--- src/rtl/dea_cipher_core_if.sv ---
// Button/LED bundle for dea_cipher_core.
// The core owns the slave side: it samples BTNstart and drives LED and
// fsm_state. The board or the bench owns the master side.
// fsm_state mirrors the core state register so checkers can bind to it:
//   0 = IDLE, 1 = RUN, 2 = DONE.
// There is no valid/ready pair here. BTNstart is a raw asynchronous level.
// LED is a registered level that changes only on these events:
//   - when a run completes,
//   - when a new run is loaded (LED cleared),
//   - on reset,
//   - every round when DEA_ROUND_VIEW_EN is defined.
interface dea_cipher_core_if;
    logic        BTNstart;
    logic [15:0] LED;
    logic [1:0]  fsm_state;

    modport master (
        output BTNstart,
        input  LED,
        input  fsm_state
    );

    modport slave (
        input  BTNstart,
        output LED,
        output fsm_state
    );
endinterface

--- src/rtl/dea_cipher_core.sv ---
// dea_cipher_core: button-triggered 16-bit Feistel demo cipher.
//
// Start path:
//   - BTNstart is synchronized with two flops, then debounced.
//   - A rising edge of the debounced level loads PLAINTEXT.
//   - The core then runs ROUNDS Feistel rounds, one round per clock.
//   - The ciphertext is latched onto LED and held until the next run or reset.
//
// Latency: LED updates ROUNDS+1 cycles after the cycle in which start_pulse is high.
//
// Optional build macro DEA_ROUND_VIEW_EN:
//   - When defined, LED shows the live {L,R} after every round during RUN.
//   - When undefined, LED reads zero throughout RUN.
module dea_cipher_core #(
    parameter logic [15:0] PLAINTEXT       = 16'hCAFE,
    parameter logic [15:0] KEY             = 16'hA5C3,
    parameter int unsigned ROUNDS          = 8,
    parameter int unsigned DEBOUNCE_CYCLES = 16
) (
    input  logic              CLK100MHZ,
    input  logic              BTNreset,
    dea_cipher_core_if.slave  bus
);

    localparam logic [1:0]  ST_IDLE = 2'd0;
    localparam logic [1:0]  ST_RUN  = 2'd1;
    localparam logic [1:0]  ST_DONE = 2'd2;

    localparam logic [16:0] DEB_LIMIT  = 17'(DEBOUNCE_CYCLES);
    localparam logic [7:0]  LAST_ROUND = 8'(ROUNDS);

    // input path state
    logic        sync1_q, sync1_d;
    logic        sync2_q, sync2_d;
    logic        db_q, db_d;
    logic        db_prev_q, db_prev_d;
    logic [15:0] cnt_q, cnt_d;
    logic [16:0] cnt_inc;
    logic        start_pulse;

    // cipher state
    logic [1:0]  state_q, state_d;
    logic [7:0]  rnd_q, rnd_d;
    logic [7:0]  l_q, l_d;
    logic [7:0]  r_q, r_d;
    logic [7:0]  rk_q, rk_d;
    logic [15:0] led_q, led_d;

    // one-round datapath
    logic [7:0]  mix;
    logic [7:0]  f_out;
    logic [7:0]  l_nx, r_nx, rk_nx;
    logic [7:0]  rnd_inc;

    // Synchronize and debounce the button, then produce a one-cycle pulse
    // on the debounced rising edge.
    // The counter only runs while the sample disagrees with the debounced
    // level, so a short glitch restarts the count from zero.
    always_comb begin
        sync1_d   = bus.BTNstart;
        sync2_d   = sync1_q;
        db_prev_d = db_q;
        db_d      = db_q;
        cnt_d     = 16'd0;
        cnt_inc   = {1'b0, cnt_q} + 17'd1;
        if (sync2_q != db_q) begin
            if (cnt_inc == DEB_LIMIT) begin
                db_d  = ~db_q;
                cnt_d = 16'd0;
            end else begin
                cnt_d = cnt_inc[15:0];
            end
        end
        start_pulse = db_q & ~db_prev_q;
    end

    // One Feistel round: F = rotl3(R ^ rk) + rk; the key rotates left by
    // one and is mixed with the schedule constant KEY[15:8].
    always_comb begin
        mix     = r_q ^ rk_q;
        f_out   = {mix[4:0], mix[7:5]} + rk_q;
        l_nx    = r_q;
        r_nx    = l_q ^ f_out;
        rk_nx   = {rk_q[6:0], rk_q[7]} ^ KEY[15:8];
        rnd_inc = rnd_q + 8'd1;
    end

    // Control FSM.
    // IDLE/DONE load the plaintext on start_pulse; RUN steps the rounds.
    // A press during RUN is ignored.
    always_comb begin
        state_d = state_q;
        rnd_d   = rnd_q;
        l_d     = l_q;
        r_d     = r_q;
        rk_d    = rk_q;
        led_d   = led_q;
        case (state_q)
            ST_IDLE, ST_DONE: begin
                if (start_pulse) begin
                    state_d = ST_RUN;
                    l_d     = PLAINTEXT[15:8];
                    r_d     = PLAINTEXT[7:0];
                    rk_d    = KEY[7:0];
                    rnd_d   = 8'd0;
                    led_d   = 16'h0000;
                end
            end
            ST_RUN: begin
                l_d   = l_nx;
                r_d   = r_nx;
                rk_d  = rk_nx;
                rnd_d = rnd_inc;
`ifdef DEA_ROUND_VIEW_EN
                led_d = {l_nx, r_nx};
`else
                led_d = led_q;
`endif
                if (rnd_inc == LAST_ROUND) begin
                    state_d = ST_DONE;
                    led_d   = {l_nx, r_nx};
                end
            end
            default: state_d = ST_IDLE;
        endcase
    end

    // State registers; BTNreset low clears everything asynchronously,
    // aborting any run in progress.
    always_ff @(posedge CLK100MHZ or negedge BTNreset) begin
        if (!BTNreset) begin
            sync1_q   <= 1'b0;
            sync2_q   <= 1'b0;
            db_q      <= 1'b0;
            db_prev_q <= 1'b0;
            cnt_q     <= 16'd0;
            state_q   <= ST_IDLE;
            rnd_q     <= 8'd0;
            l_q       <= 8'd0;
            r_q       <= 8'd0;
            rk_q      <= 8'd0;
            led_q     <= 16'h0000;
        end else begin
            sync1_q   <= sync1_d;
            sync2_q   <= sync2_d;
            db_q      <= db_d;
            db_prev_q <= db_prev_d;
            cnt_q     <= cnt_d;
            state_q   <= state_d;
            rnd_q     <= rnd_d;
            l_q       <= l_d;
            r_q       <= r_d;
            rk_q      <= rk_d;
            led_q     <= led_d;
        end
    end

    assign bus.LED       = led_q;
    assign bus.fsm_state = state_q;

endmodule

--- src/flat_wrapper.sv ---
// flat-port wrapper written by rule: the top's interface ports become plain ports
module dea_cipher_core_flat 
#(
    parameter logic [15:0] PLAINTEXT       = 16'hCAFE,
    parameter logic [15:0] KEY             = 16'hA5C3,
    parameter int unsigned ROUNDS          = 8,
    parameter int unsigned DEBOUNCE_CYCLES = 16
)
  (CLK100MHZ, BTNreset, bus_BTNstart, bus_LED, bus_fsm_state);
  dea_cipher_core_if bus_i ();
  input  logic CLK100MHZ;
  input  logic BTNreset;
  input wire logic [$bits(bus_i.BTNstart)-1:0] bus_BTNstart;
  output wire logic [$bits(bus_i.LED)-1:0] bus_LED;
  output wire logic [$bits(bus_i.fsm_state)-1:0] bus_fsm_state;
  assign bus_i.BTNstart = bus_BTNstart;
  assign bus_LED = bus_i.LED;
  assign bus_fsm_state = bus_i.fsm_state;
  dea_cipher_core #(.PLAINTEXT(PLAINTEXT), .KEY(KEY), .ROUNDS(ROUNDS), .DEBOUNCE_CYCLES(DEBOUNCE_CYCLES)) u_core (.CLK100MHZ(CLK100MHZ), .BTNreset(BTNreset), .bus(bus_i));
endmodule
--- config.mk ---
export PLATFORM = sky130hd
export DESIGN_NAME = dea_cipher_core_flat
export DESIGN_NICKNAME = d
export VERILOG_FILES = /design/src/rtl/dea_cipher_core_if.sv /design/src/rtl/dea_cipher_core.sv /design/src/flat_wrapper.sv
export SDC_FILE = /design/constraint.sdc
export NUM_CORES = 1
export LEC_CHECK = 0
export ABC_CLOCK_PERIOD_IN_PS = 3980
export CORE_MARGIN = 5
export CORE_UTILIZATION = 46
export DETAILED_ROUTE_END_ITERATION = 16
export PLACE_DENSITY_LB_ADDON = 0.1
export SLEW_MARGIN = 20
export SYNTH_ARGS = -nofsm -noshare
export SYNTH_HDL_FRONTEND = slang
export SYNTH_SLANG_ARGS = --single-unit
--- constraint.sdc ---
create_clock -name CLK100MHZ -period 3.98 [get_ports CLK100MHZ]
set_input_delay 0.796 -clock CLK100MHZ [delete_from_list [all_inputs] [get_ports CLK100MHZ]]
set_output_delay 0.796 -clock CLK100MHZ [all_outputs]
set_load 0.02 [all_outputs]
==> results of run 1 <==
## cells by family after synthesis
logic type | Yosys count
buffers and inverters | 23
AND/OR/NAND/NOR | 132
flip-flops | 70
AO/OA/AOI/OAI | 77
adder cells (fa/ha/maj) | 10
XOR/XNOR | 41
multiplexers | 4
## flip-flops by register name, indices dropped and copies added, names as in the netlist, 2 cells and up
signal / flops
u_core.rnd_q: 8
u_core.bus.fsm_state: 2
u_core.cnt_q: 16
u_core.l_q: 8
u_core.bus.LED: 16
u_core.rk_q: 8
u_core.l_nx: 8
## per-layer routing
metal / wire length [um] / track usage [%] / up-vias
met5: 0 / 0 / -
met4: 57 / 4.26 / 0
met3: 269 / 4.59 / 4
met2: 3250 / 25.2 / 32
met1: 3280 / 21.4 / 1237
li1: - / - / 1274
## cell usage in the layout (no fill, tap or decap), types with 3 or more instances in the layout
master           instances
nand3_1                 24
nor3_2                   3
clkdlybuf4s50_1         19
o21ai_0                 45
xor2_1                  20
nor3_1                  11
nor2_1                  26
ha_1                     9
xnor2_1                 21
and3_1                   5
a21oi_1                 10
inv_1                    5
dfrtp_1                 70
buf_4                    4
clkbuf_8                11
nand2_1                 40
nand4_1                  5
a21o_1                   4
o211ai_1                 5
## worst reg2reg max path, stage by stage, from the launching register on
cell	delay [ns]
dfrtp_1	0.42
ha_1	0.24
and4_1	0.37
nand3_1	0.25
o21ai_0	0.23
a22o_1	0.17
o2111a_2	0.39
mux2_1	0.35
## Yosys cell counts (9+ instances only)
cell type	instances	area share (%)
nand2_1	40	4.3
ha_1	9	3.2
nor3_1	11	1.6
o21ai_0	45	6.4
xor2_1	20	5.0
a21oi_1	10	1.4
nand3_1	24	3.4
xnor2_1	21	5.3
dfrtp_1	70	50
clkbuf_1	12	1.3
nor2_1	26	2.8
## power by group through the flow
stage          registers, mW  clock network [mW]  logic [mW]
3_3_place_gp           0.738                   0      0.0464
6_report               0.725               0.493      0.0448
4_1_cts                0.725               0.509      0.0466
3_5_place_dp           0.738                   0      0.0465
2_1_floorplan          0.737                   0      0.0243
5_1_grt                0.726               0.544      0.0523
## per-stage QoR
step / hold WS, ns / cells
floorplan: 0.331 / 357
global placement: 0.333 / 462
detailed placement: 0.335 / 462
CTS: 0.352 / 475
global route: 0.372 / 475
finish: 0.350 / 475
## area by class of cell
class | count | area [um^2]
fillers | 672 | 3400
flip-flops and latches | 70 | 1750
multi-input cells | 264 | 1650
repair buffers | 24 | 225
clock buffers | 11 | 151
well taps | 99 | 124
inverters | 5 | 18.8
clock inverters | 2 | 10.0
## worst paths after layout
check | startpoint | endpoint | slack [ns] | cells after the start
min in group asynchronous | BTNreset | u_core.bus.LED[3]$_DFFE_PN0P_ | 0.65 | 2
max reg2reg | u_core.cnt_q[0]$_DFF_PN0_ | u_core.db_prev_d$_DFFE_PN0P_ | 1.45 | 7
max | u_core.cnt_q[0]$_DFF_PN0_ | u_core.db_prev_d$_DFFE_PN0P_ | 1.45 | 7
min | u_core.sync1_q$_DFF_PN0_ | u_core.sync2_q$_DFF_PN0_ | 0.35 | 0
max in group asynchronous | BTNreset | u_core.rnd_q[2]$_DFFE_PN0P_ | 2.75 | 2
min reg2reg | u_core.sync1_q$_DFF_PN0_ | u_core.sync2_q$_DFF_PN0_ | 0.35 | 0
==> impl.org, run 1 <==
** Status
- The run finished with clean final reports.

** Synth
- Proportion of synthesized area in mux cells :: 1.29%
- Counting every net in the synthesized netlist gives 370.
- After synthesis, the largest family of logic cells by area is simple AND/OR/NAND/NOR gates.
- The mapped netlist covers 0.00350 mm^2.
- Unique cell type count in the Yosys netlist :: 50
- Summing the areas of all and, or, nand and nor instances in the mapped netlist gives 18.8% of the synthesized area.
- After synthesis, flip-flops and latches occupy 50.1% of the total area.
- Summing the areas of all compound-gate instances in the mapped netlist gives 12.9% of the synthesized area.
- Average size of a mapped cell :: 9.80 um^2
- Synthesized netlist cell count :: 357
- Number of enable flip-flop cells after synthesis :: 0
- Share of flip-flops with an asynchronous set or reset after synthesis :: 100%
- After Yosys synthesis, full adders, half adders and majority gates account for 3.79% of the synthesized area.
- Predominant post-synthesis flop cell :: dfrtp_1
- In this run, synthesis produced a sequential element count of 70.
- For this run, the number of Yosys warnings is 0.
- The synthesized netlist devotes 10.3% of its cell area to XOR and XNOR gates.

** Critical path
- Data required time at the worst endpoint :: 4.19 ns
- Crit start category :: register
- Maximum fanout along the worst path :: 11
- The critical path contains buffers and inverters numbering 0 combined.
- The critical path is of the register to register type.
- Among all stages on the critical path, the largest delay is contributed by dfrtp_1.
- The critical path goes through ha_1, and4_1, nand3_1, o21ai_0, a22o_1, o2111a_2, mux2_1.
- Critical path's top delay family :: compound AO/OA/AOI/OAI gates
- Arr. time, crit path :: 2.75 ns
- Slowest stage delay, CP :: 0.42 ns
- Worst setup EP type :: register

** Floorplanning
- Chip width :: 97.2 um
- For this configuration, the core starts out at a cell density of 47.7%.
- Floorplan die height :: 97.2 um
- The floorplan has 31 rows.
- In this run the count of I/O pins placed on the die edge is 21.
- Die area :: 0.00945 mm^2
- The total area inside the core boundary comes to 0.00733 mm^2.

** Timing
- Number of failing hold endpoints at the final stage :: 0
- Total negative slack for setup checks :: 0 ns
- Across all setup checks in the final design, the least slack found is 1.45 ns.
- After layout, the minimum clock period comes to 2.53 ns.
- Static timing analysis puts the maximum clock frequency at 395 MHz.
- Setup repair after global routing missed its margin :: no
- Least-Margin Pin Slew :: 0.895 ns
- Total count of max-transition violations in the final report :: 0
- Final number of setup-violating endpoints :: 0
- Clock skew after layout :: 0.00921 ns
- Share of the clock period used by the worst path :: 63.7%
- Measured against its own limit, the worst slew margin works out to 40.1%.

** Routing
- Across all layers, the routed design uses 2547 vias.
- The final layout contains routed wiring with a total length of 6850 um.
- Average detailed-routed wire length per instance :: 14.4 um
- Antenna Violating Nets Remaining :: 0
- In the routed design, unresolved DRC markers number 0.
- First-pass iteration count of the detailed router :: 4
- For this block, the initial DRC count from the detailed router was 80.
- Dividing the detail-routed via count by the number of cells gives 5.36.

** Global route
- Total routing resource utilization after global routing :: 15.9%
- The first global-routing pass estimated 12300 um of wire.
- The initial antenna violation count is 0.
- The via count of the first global-routing pass is 2494.
- Entering global routing, the biggest net connects 71 pins.
- The total overflow left after global routing is 0.

** Pwr
- Switching share of total power :: 22.3%
- Switching power of the nets :: 282 uW
- Seq pwr share :: 57.4%
- Total power density per cell area :: 322 mW/mm^2
- The internal portion of the total power is 981 uW.
- Leakage power summed over all cells :: 1.82 nW
- Combinational logic burns 3.5% of the power.
- Proportion of power drawn by the clock network :: 39.0%
- IR analysis of the VDD net gives a maximum drop of 0.000192 V.
- PnR Total Power :: 1.26 mW

** Cells and area
- Final core area utilization :: 53.6%
- The finished cells cover 0.00393 mm^2.
- Syn-to-layout area delta :: 12.2%
- Final nets :: 387
- The number of antenna diodes in the final layout is 0.
- Fraction of layout cells with a size suffix above 1 :: 8.24%

** Place
- In this run the tool buffered the top-level ports with 20 buffer cells.
- Placed instance area :: 0.00377 mm^2
- RD Place Congestion :: 0.904
- Dpl ws :: 1.44 ns
- Sum of net half-perimeters after detailed placement :: 4610 um

** Clock tree
- The number of gates resized after CTS was 0.
- After clock tree synthesis, the clock-pin slew on the worst setup and hold paths is 0.07 ns.
- Number of clock buffers inserted by TritonCTS :: 9
- Sink Count :: 70
- CTS placed an instance of clkbuf_8 at the clock tree root.
- The H-tree generated during clock tree synthesis spans 3 levels.
- Clock latency at the later pin of the worst-skew pair :: 0.33 ns
- Clock tree from TritonCTS :: yes
- Buffers added to address setup during post-CTS repair amount to 0.
- Number of buffers added to fix hold violations after cts :: 0
- Maximum buffer depth of the clock tree :: 2

** Worst hold path
- The path class of the tightest hold or removal check is register to register.

** Run
- The tool flagged a number of max-cap violations equal to 0.
(Power assumes the default switching activity.)
==> run 2: changes to the inputs <==
--- a/config.mk
+++ b/config.mk
@@ -5,7 +5,7 @@
 export SDC_FILE = /design/constraint.sdc
 export NUM_CORES = 1
 export LEC_CHECK = 0
-export ABC_CLOCK_PERIOD_IN_PS = 3980
+export ABC_CLOCK_PERIOD_IN_PS = 2300
 export CORE_MARGIN = 5
 export CORE_UTILIZATION = 46
 export DETAILED_ROUTE_END_ITERATION = 16
==> constraint.sdc (replaced) <==
create_clock -name CLK100MHZ -period 2.3 [get_ports CLK100MHZ]
set_input_delay 0.46 -clock CLK100MHZ [delete_from_list [all_inputs] [get_ports CLK100MHZ]]
set_output_delay 0.46 -clock CLK100MHZ [all_outputs]
set_load 0.02 [all_outputs]
==> impl.org, run 2 (synthesis results as in run 1) <==
** Status
- Result of the run: complete, no violations (unchanged).

** Timing
- The final clock period utilization by the worst path was 94.6% (was 63.7%).
- Setup repair after global routing missed its margin :: no (unchanged)
- Clock skew after layout :: 0.00744 ns (was 0.00921 ns)
- Least-Margin Pin Slew :: 1.01 ns (was 0.895 ns)
- The final setup violation count came to 0 (unchanged).
- Total negative slack for setup checks :: 0 ns (unchanged)
- Total count of max-transition violations in the final report :: 0 (unchanged)
- The top achievable clock speed was 459 MHz (was 395 MHz).
- The final hold violation count came to 0 (unchanged).
- Min Clock Period, post-route :: 2.18 ns (was 2.53 ns)
- The worst slew margin relative to its limit is 32.4% (was 40.1%).

** Place
- Number of placed instances, taps included :: 478 (was 462)
- Number of buffers inserted by port buffering :: 20 (unchanged)
- The final weighted congestion in routability-driven placement is 0.908 (was 0.904).
- Placed instance area :: 0.00390 mm^2 (was 0.00377 mm^2)
- The estimated wirelength of the detail-placed design is 5010 um (was 4610 um).

** Critical path
- The largest driver fanout on the critical path is 2 (was 11).
- The category of the worst setup path capture point is a register (unchanged).
- CP Class :: register to register (unchanged)
- The critical path launch point type was a register (unchanged).
- Data required time at the worst endpoint :: 2.48 ns (was 4.19 ns)
- Arr. time, crit path :: 2.35 ns (was 2.75 ns)

** Global route
- Pin count of the biggest net entering global routing :: 71 (unchanged)
- The fraction of met3 tracks used by global routing is 4.88% (was 4.59%).
- Global-route wire length before repair :: 12600 um (was 12300 um)
- Total global routing overflow :: 0 (unchanged)
- The initial antenna violation count came to 0 (unchanged).
- The global-route met1 utilization was 23.0% (was 21.4%).
- Vias in the first global route :: 2547 (was 2494)
- The combined global-route utilization of all metal layers is 16.4% (was 15.9%).
- The global-route layer with the greatest usage was met2 (unchanged).
- The routing usage on met2 came to 25.2% (about the same).

** Run
- Maximum capacitance violations :: 0 (unchanged)

** Pwr
- The largest voltage drop on the vdd net is 0.000317 V (was 0.000192 V).
- PnR Total Power :: 2.45 mW (was 1.26 mW)
- Leakage power summed over all cells :: 1.95 nW (was 1.82 nW)
- Total power density per cell area :: 589 mW/mm^2 (was 322 mW/mm^2)

** Clock tree
- The number of hold-repair buffers added at the cts stage came to 0 (unchanged).
- The later-pin clock latency in the skew report came to 0.34 ns (was 0.33 ns).
- The cell at the root of the clock tree is clkbuf_8 (unchanged).
- The CTS tree was yes (unchanged).
- The clock transition time at the flip-flop clock pins of the worst setup and hold paths is 0.07 ns (about the same).
- The clock net sink count came to 70 (unchanged).
- The maximum count of clock buffers along a single path came to 2 (unchanged).
- The maximum level of the CTS H-tree came to 3 (unchanged).
- The CTS buffer count was 9 (unchanged).

** Cells and area
- Count of filler cells inserted in the layout :: 641 (was 672)
- The area growth from synthesis to layout came to 18.8% (was 12.2%).
- The share of the core filled with cells came to 56.7% (was 53.6%).
- The most common library cell in the layout ignoring fill and taps is dfrtp_1 (unchanged).
- The share of layout cells above drive strength 1 is 14.4% (was 8.24%).
- The post-layout net count came to 404 (was 387).
- Commonest cells after routing, fill and taps aside: dfrtp_1, o21ai_0, nand2_1 (unchanged).
- The register area is 0.00175 mm^2 (about the same).
- Design area :: 0.00416 mm^2 (was 0.00393 mm^2)
- Number of standard cells in the final layout excluding fillers :: 494 (was 475)
- Multi-input combinational cell area :: 0.00167 mm^2 (was 0.00165 mm^2)
- The antenna diode count came to 0 (unchanged).

** Floorplanning
- The number of rows in the core area came to 31 (unchanged).
- The floorplan die area was 0.00945 mm^2 (unchanged).
- The number of top-level pins was 21 (unchanged).
- The die width came to 97.2 um (unchanged).
- Floorplan die height :: 97.2 um (unchanged)
- Core region area :: 0.00733 mm^2 (unchanged)
- The initial core utilization was 47.7% (unchanged).

** Routing
- The number of violations reported at the end of detailed-routing iteration 0 was 79 (was 80).
- Via total after detailed routing :: 2671 (was 2547)
- Routed vias/inst :: 5.41 (was 5.36)
- Average detailed-routed wire length per instance :: 14.9 um (was 14.4 um)
- Antenna Violating Nets Remaining :: 0 (unchanged)
- The aggregate routed wire length was 7380 um (was 6850 um).
- The post-route DRC violation count came to 0 (unchanged).
- The length of the first detailed-routing pass in iterations came to 4 (unchanged).

** Worst hold path
- Worst hold path class :: input port to asynchronous set/reset pin (was register to register)
## run 2: area by class of cell
class | count | area share (%)
clock buffer | 11 | 3.64
tap | 99 | 2.98
clock inverter | 4 | 1.69
sequential | 70 | 42.2
multi-input combinational | 264 | 40.3
timing repair buffer | 41 | 8.79
inverter | 5 | 0.452
## run 2: metrics by stage
step	hold WS, ns	setup slack [ns]
final	0.145	0.123
after detailed placement	0.340	0.0501
after global placement	0.333	0.0823
after CTS	0.154	0.0298
after floorplan	0.164	0.145
after global routing	0.174	0.00647
## run 2: power breakdown
part	internal [mW]	switching [mW]
registers	1.24	0.0124
logic	0.0325	0.0541
clock network	0.660	0.446
total	1.93	0.512
## run 2: final timing paths
path / start / to / slack [ns] / cells after the start
max in group asynchronous: BTNreset / u_core.cnt_q[3]$_DFF_PN0_ / 1.85 / 2
hold reg to reg: u_core.sync1_q$_DFF_PN0_ / u_core.sync2_q$_DFF_PN0_ / 0.35 / 0
setup / recovery: u_core.l_nx[5]$_DFFE_PN0P_ / u_core.l_nx[6]$_DFFE_PN0P_ / 0.12 / 9
hold / removal: BTNreset / u_core.l_nx[7]$_DFFE_PN0P_ / 0.14 / 2
setup reg to reg: u_core.l_nx[5]$_DFFE_PN0P_ / u_core.l_nx[6]$_DFFE_PN0P_ / 0.12 / 9
min in group CLK100MHZ: u_core.sync1_q$_DFF_PN0_ / u_core.sync2_q$_DFF_PN0_ / 0.35 / 0
## run 2: timing repair
action | CTS | global route
resized for setup | 0 | 8
buffers inserted | 0 | 1
endpoints found under the setup margin | 0 | 17
## run 2: critical path, stage by stage, from the launching register on
cell	delay, ns
dfrtp_1	0.39
xor2_1	0.16
ha_1	0.21
fa_2	0.34
a21o_1	0.16
a21o_1	0.19
a21o_1	0.19
a21oi_2	0.14
xnor2_1	0.14
a22oi_1	0.09
## run 2: routing by layer
metal	up-vias	wire length, um
met2	72	3320
li1	1310	-
met4	0	67
met5	-	0
met3	7	387
met1	1282	3610
==> run 3: changes to the inputs <==
--- a/config.mk
+++ b/config.mk
@@ -9,6 +9,7 @@
 export CORE_MARGIN = 5
 export CORE_UTILIZATION = 46
 export DETAILED_ROUTE_END_ITERATION = 16
+export MAX_ROUTING_LAYER = met4
 export PLACE_DENSITY_LB_ADDON = 0.1
 export SLEW_MARGIN = 20
 export SYNTH_ARGS = -nofsm -noshare
==> impl.org, run 3 (synthesis results as in run 1) <==
** Routing
- The total via count after detailed routing was 2647 (was 2671).
- The length of the first detailed-routing pass in iterations came to 4 (unchanged).
- Routed vias/inst :: 5.36 (was 5.41)
- The post-route DRC violation count came to 0 (unchanged).
- Final wirelength :: 7400 um (was 7380 um)
- The routed length per placed instance came to 15.0 um (was 14.9 um).
- Starting DRT DRC Count :: 101 (was 79)
- The remaining antenna violation count is 0 (unchanged).

** Cells and area
- Design area :: 0.00416 mm^2 (unchanged)
- Fraction of layout cells with a size suffix above 1 :: 14.4% (unchanged)
- The register area came to 0.00175 mm^2 (unchanged).
- The filler cell count in the final layout is 641 (unchanged).
- Final antenna diode count :: 0 (unchanged)
- The area occupied by multi-input gates was 0.00167 mm^2 (unchanged).
- The share of the core filled with cells was 56.7% (unchanged).
- The most common library cell in the layout ignoring fill and taps is dfrtp_1 (unchanged).
- Final nets :: 404 (unchanged)
- Syn-to-layout area delta :: 18.8% (unchanged)
- Commonest cells after routing, fill and taps aside: dfrtp_1, o21ai_0, nand2_1 (unchanged).

** Pwr
- The largest voltage drop on the vdd net came to 0.000317 V (about the same).
- Leakage power summed over all cells :: 1.95 nW (unchanged)
- Total power density per cell area :: 589 mW/mm^2 (about the same)

** Clock tree
- The clock net sink count was 70 (unchanged).
- The maximum level of the CTS H-tree was 3 (unchanged).
- Number of buffers added to fix hold violations after cts :: 0 (unchanged)
- Clock tree from TritonCTS :: yes (unchanged)
- Root Buffer Master :: clkbuf_8 (unchanged)
- The later-pin clock latency in the skew report was 0.34 ns (about the same).
- The maximum count of clock buffers along a single path was 2 (unchanged).
- The clock transition time at the flip-flop clock pins of the worst setup and hold paths came to 0.07 ns (about the same).
- The CTS buffer count is 9 (unchanged).

** Global route
- The sum of overflow across all layers after global routing is 0 (unchanged).
- Total routing resource utilization after global routing :: 16.8% (was 16.4%)
- Number of antenna violations at the first check in global routing :: 0 (unchanged)
- Pin count of the biggest net entering global routing :: 71 (unchanged)
- The via count of the first global-routing pass was 2549 (was 2547).
- The wire length of the first global-routing pass is 12600 um (unchanged).

** Critical path
- Arr. time, crit path :: 2.36 ns (was 2.35 ns)
- The worst flop-to-flop path endpoint is u_core.l_nx[6]$_DFFE_PN0P_ (unchanged).
- Maximum fanout along the worst path :: 2 (unchanged)
- Crit start category :: register (unchanged)
- Worst reg2reg path startpoint :: u_core.l_nx[5]$_DFFE_PN0P_ (unchanged)
- The kind of critical path is register to register (unchanged).
- The setup slack on the worst flop-to-flop path came to 0.12 ns (about the same).
- The required time reported for the critical path endpoint is 2.48 ns (about the same).
- The depth of the worst register-to-register path is 9 (unchanged).
- The category of the worst setup path capture point is a register (unchanged).

** Timing
- The final hold violation count is 0 (unchanged).
- Max_slew headroom :: 33.2% (was 32.4%)
- The shortest period the worst path allows is 2.18 ns (about the same).
- Final worst setup slack :: 0.124 ns (was 0.123 ns)
- The setup clock skew after layout was 0.00722 ns (was 0.00744 ns).
- The transition at the pin with the smallest max-transition slack came to 0.998 ns (was 1.01 ns).
- Setup repair after global routing missed its margin: no (unchanged).
- The final setup violation count was 0 (unchanged).
- Share of the clock period used by the worst path :: 94.6% (about the same)
- The top achievable clock speed was 460 MHz (was 459 MHz).
- The setup total negative slack was 0 ns (unchanged).
- Total count of max-transition violations in the final report :: 0 (unchanged)

** Place
- Sum of net half-perimeters after detailed placement :: 5010 um (unchanged)
- RD Place Congestion :: 0.924 (was 0.908)
- Dpl ws :: 0.0501 ns (unchanged)
- Placed instance area :: 0.00390 mm^2 (unchanged)
- Number of buffers inserted by port buffering :: 20 (unchanged)

** Floorplanning
- Number of placement rows :: 31 (unchanged)
- The die width came to 97.2 um (unchanged).
- The floorplan die area came to 0.00945 mm^2 (unchanged).
- Boundary Pins :: 21 (unchanged)
- The core area is 0.00733 mm^2 (unchanged).
- Starting Density :: 47.7% (unchanged)
- Floorplan die height :: 97.2 um (unchanged)

** Status
- Result of the run: complete, no violations (unchanged).

** Worst hold path
- Worst hold path class :: input port to asynchronous set/reset pin (unchanged)

** Run
- Maximum capacitance violations :: 0 (unchanged)
## run 3: cell counts in the layout (fill, tap and decap cells not counted)
Identical to the previous run, type by type.
## run 3: stage by stage
step | cells | power, mW | hold slack [ns]
6_report | 494 | 2.45 | 0.142
5_1_grt | 494 | 2.55 | 0.174
4_1_cts | 493 | 2.48 | 0.154
3_5_place_dp | 478 | 1.36 | 0.340
3_3_place_gp | 478 | 1.36 | 0.333
2_1_floorplan | 357 | 1.32 | 0.164
## run 3: worst max-delay path, cell delays in order, from the launching register on
cell	delay (ns)
dfrtp_1	0.39
xor2_1	0.16
ha_1	0.21
fa_2	0.34
a21o_1	0.16
a21o_1	0.19
a21o_1	0.19
a21oi_2	0.14
xnor2_1	0.14
a22oi_1	0.09
## run 3: routing by layer
metal / vias up / track usage [%] / share of wire (%)
met5: - / - / 0
met4: 0 / 3.51 / 0.93
met3: 7 / 4.88 / 5.0
met2: 57 / 25.2 / 45
met1: 1272 / 23.0 / 49
li1: 1311 / - / -
## run 3: how the worst max path moves through the flow
stage	start	to	slack, ns	cells after the start
after floorplan	u_core.rk_q[5]$_DFFE_PN0P_	u_core.bus.LED[6]$_DFFE_PN0P_	0.15	9
after global placement	u_core.l_nx[5]$_DFFE_PN0P_	u_core.l_nx[6]$_DFFE_PN0P_	0.08	9
after detailed placement	u_core.l_nx[5]$_DFFE_PN0P_	u_core.l_nx[6]$_DFFE_PN0P_	0.05	9
after CTS	u_core.l_nx[5]$_DFFE_PN0P_	u_core.l_nx[6]$_DFFE_PN0P_	0.03	9
after global routing	u_core.l_nx[5]$_DFFE_PN0P_	u_core.l_nx[6]$_DFFE_PN0P_	0.006	9
final	u_core.l_nx[5]$_DFFE_PN0P_	u_core.l_nx[6]$_DFFE_PN0P_	0.12	9
## run 3: area by class of cell
| class | count | share of cell area, % |
|---|---|---|
| inverters | 5 | 0.452 |
| flip-flops and latches | 70 | 42.2 |
| repair buffers | 41 | 8.79 |
| multi-input cells | 264 | 40.3 |
| clock buffers | 11 | 3.64 |
| well taps | 99 | 2.98 |
| clock inverters | 4 | 1.69 |
## run 3: timing repair
action,CTS,global route
resized for setup,0,8
endpoints found under the setup margin,0,17
buffers inserted,0,1
## run 3: report_power, final
group	switching, mW	internal [mW]	total, mW
Combinational	0.0543	0.0325	0.0868
Sequential	0.0124	1.24	1.25
Clock	0.449	0.660	1.11
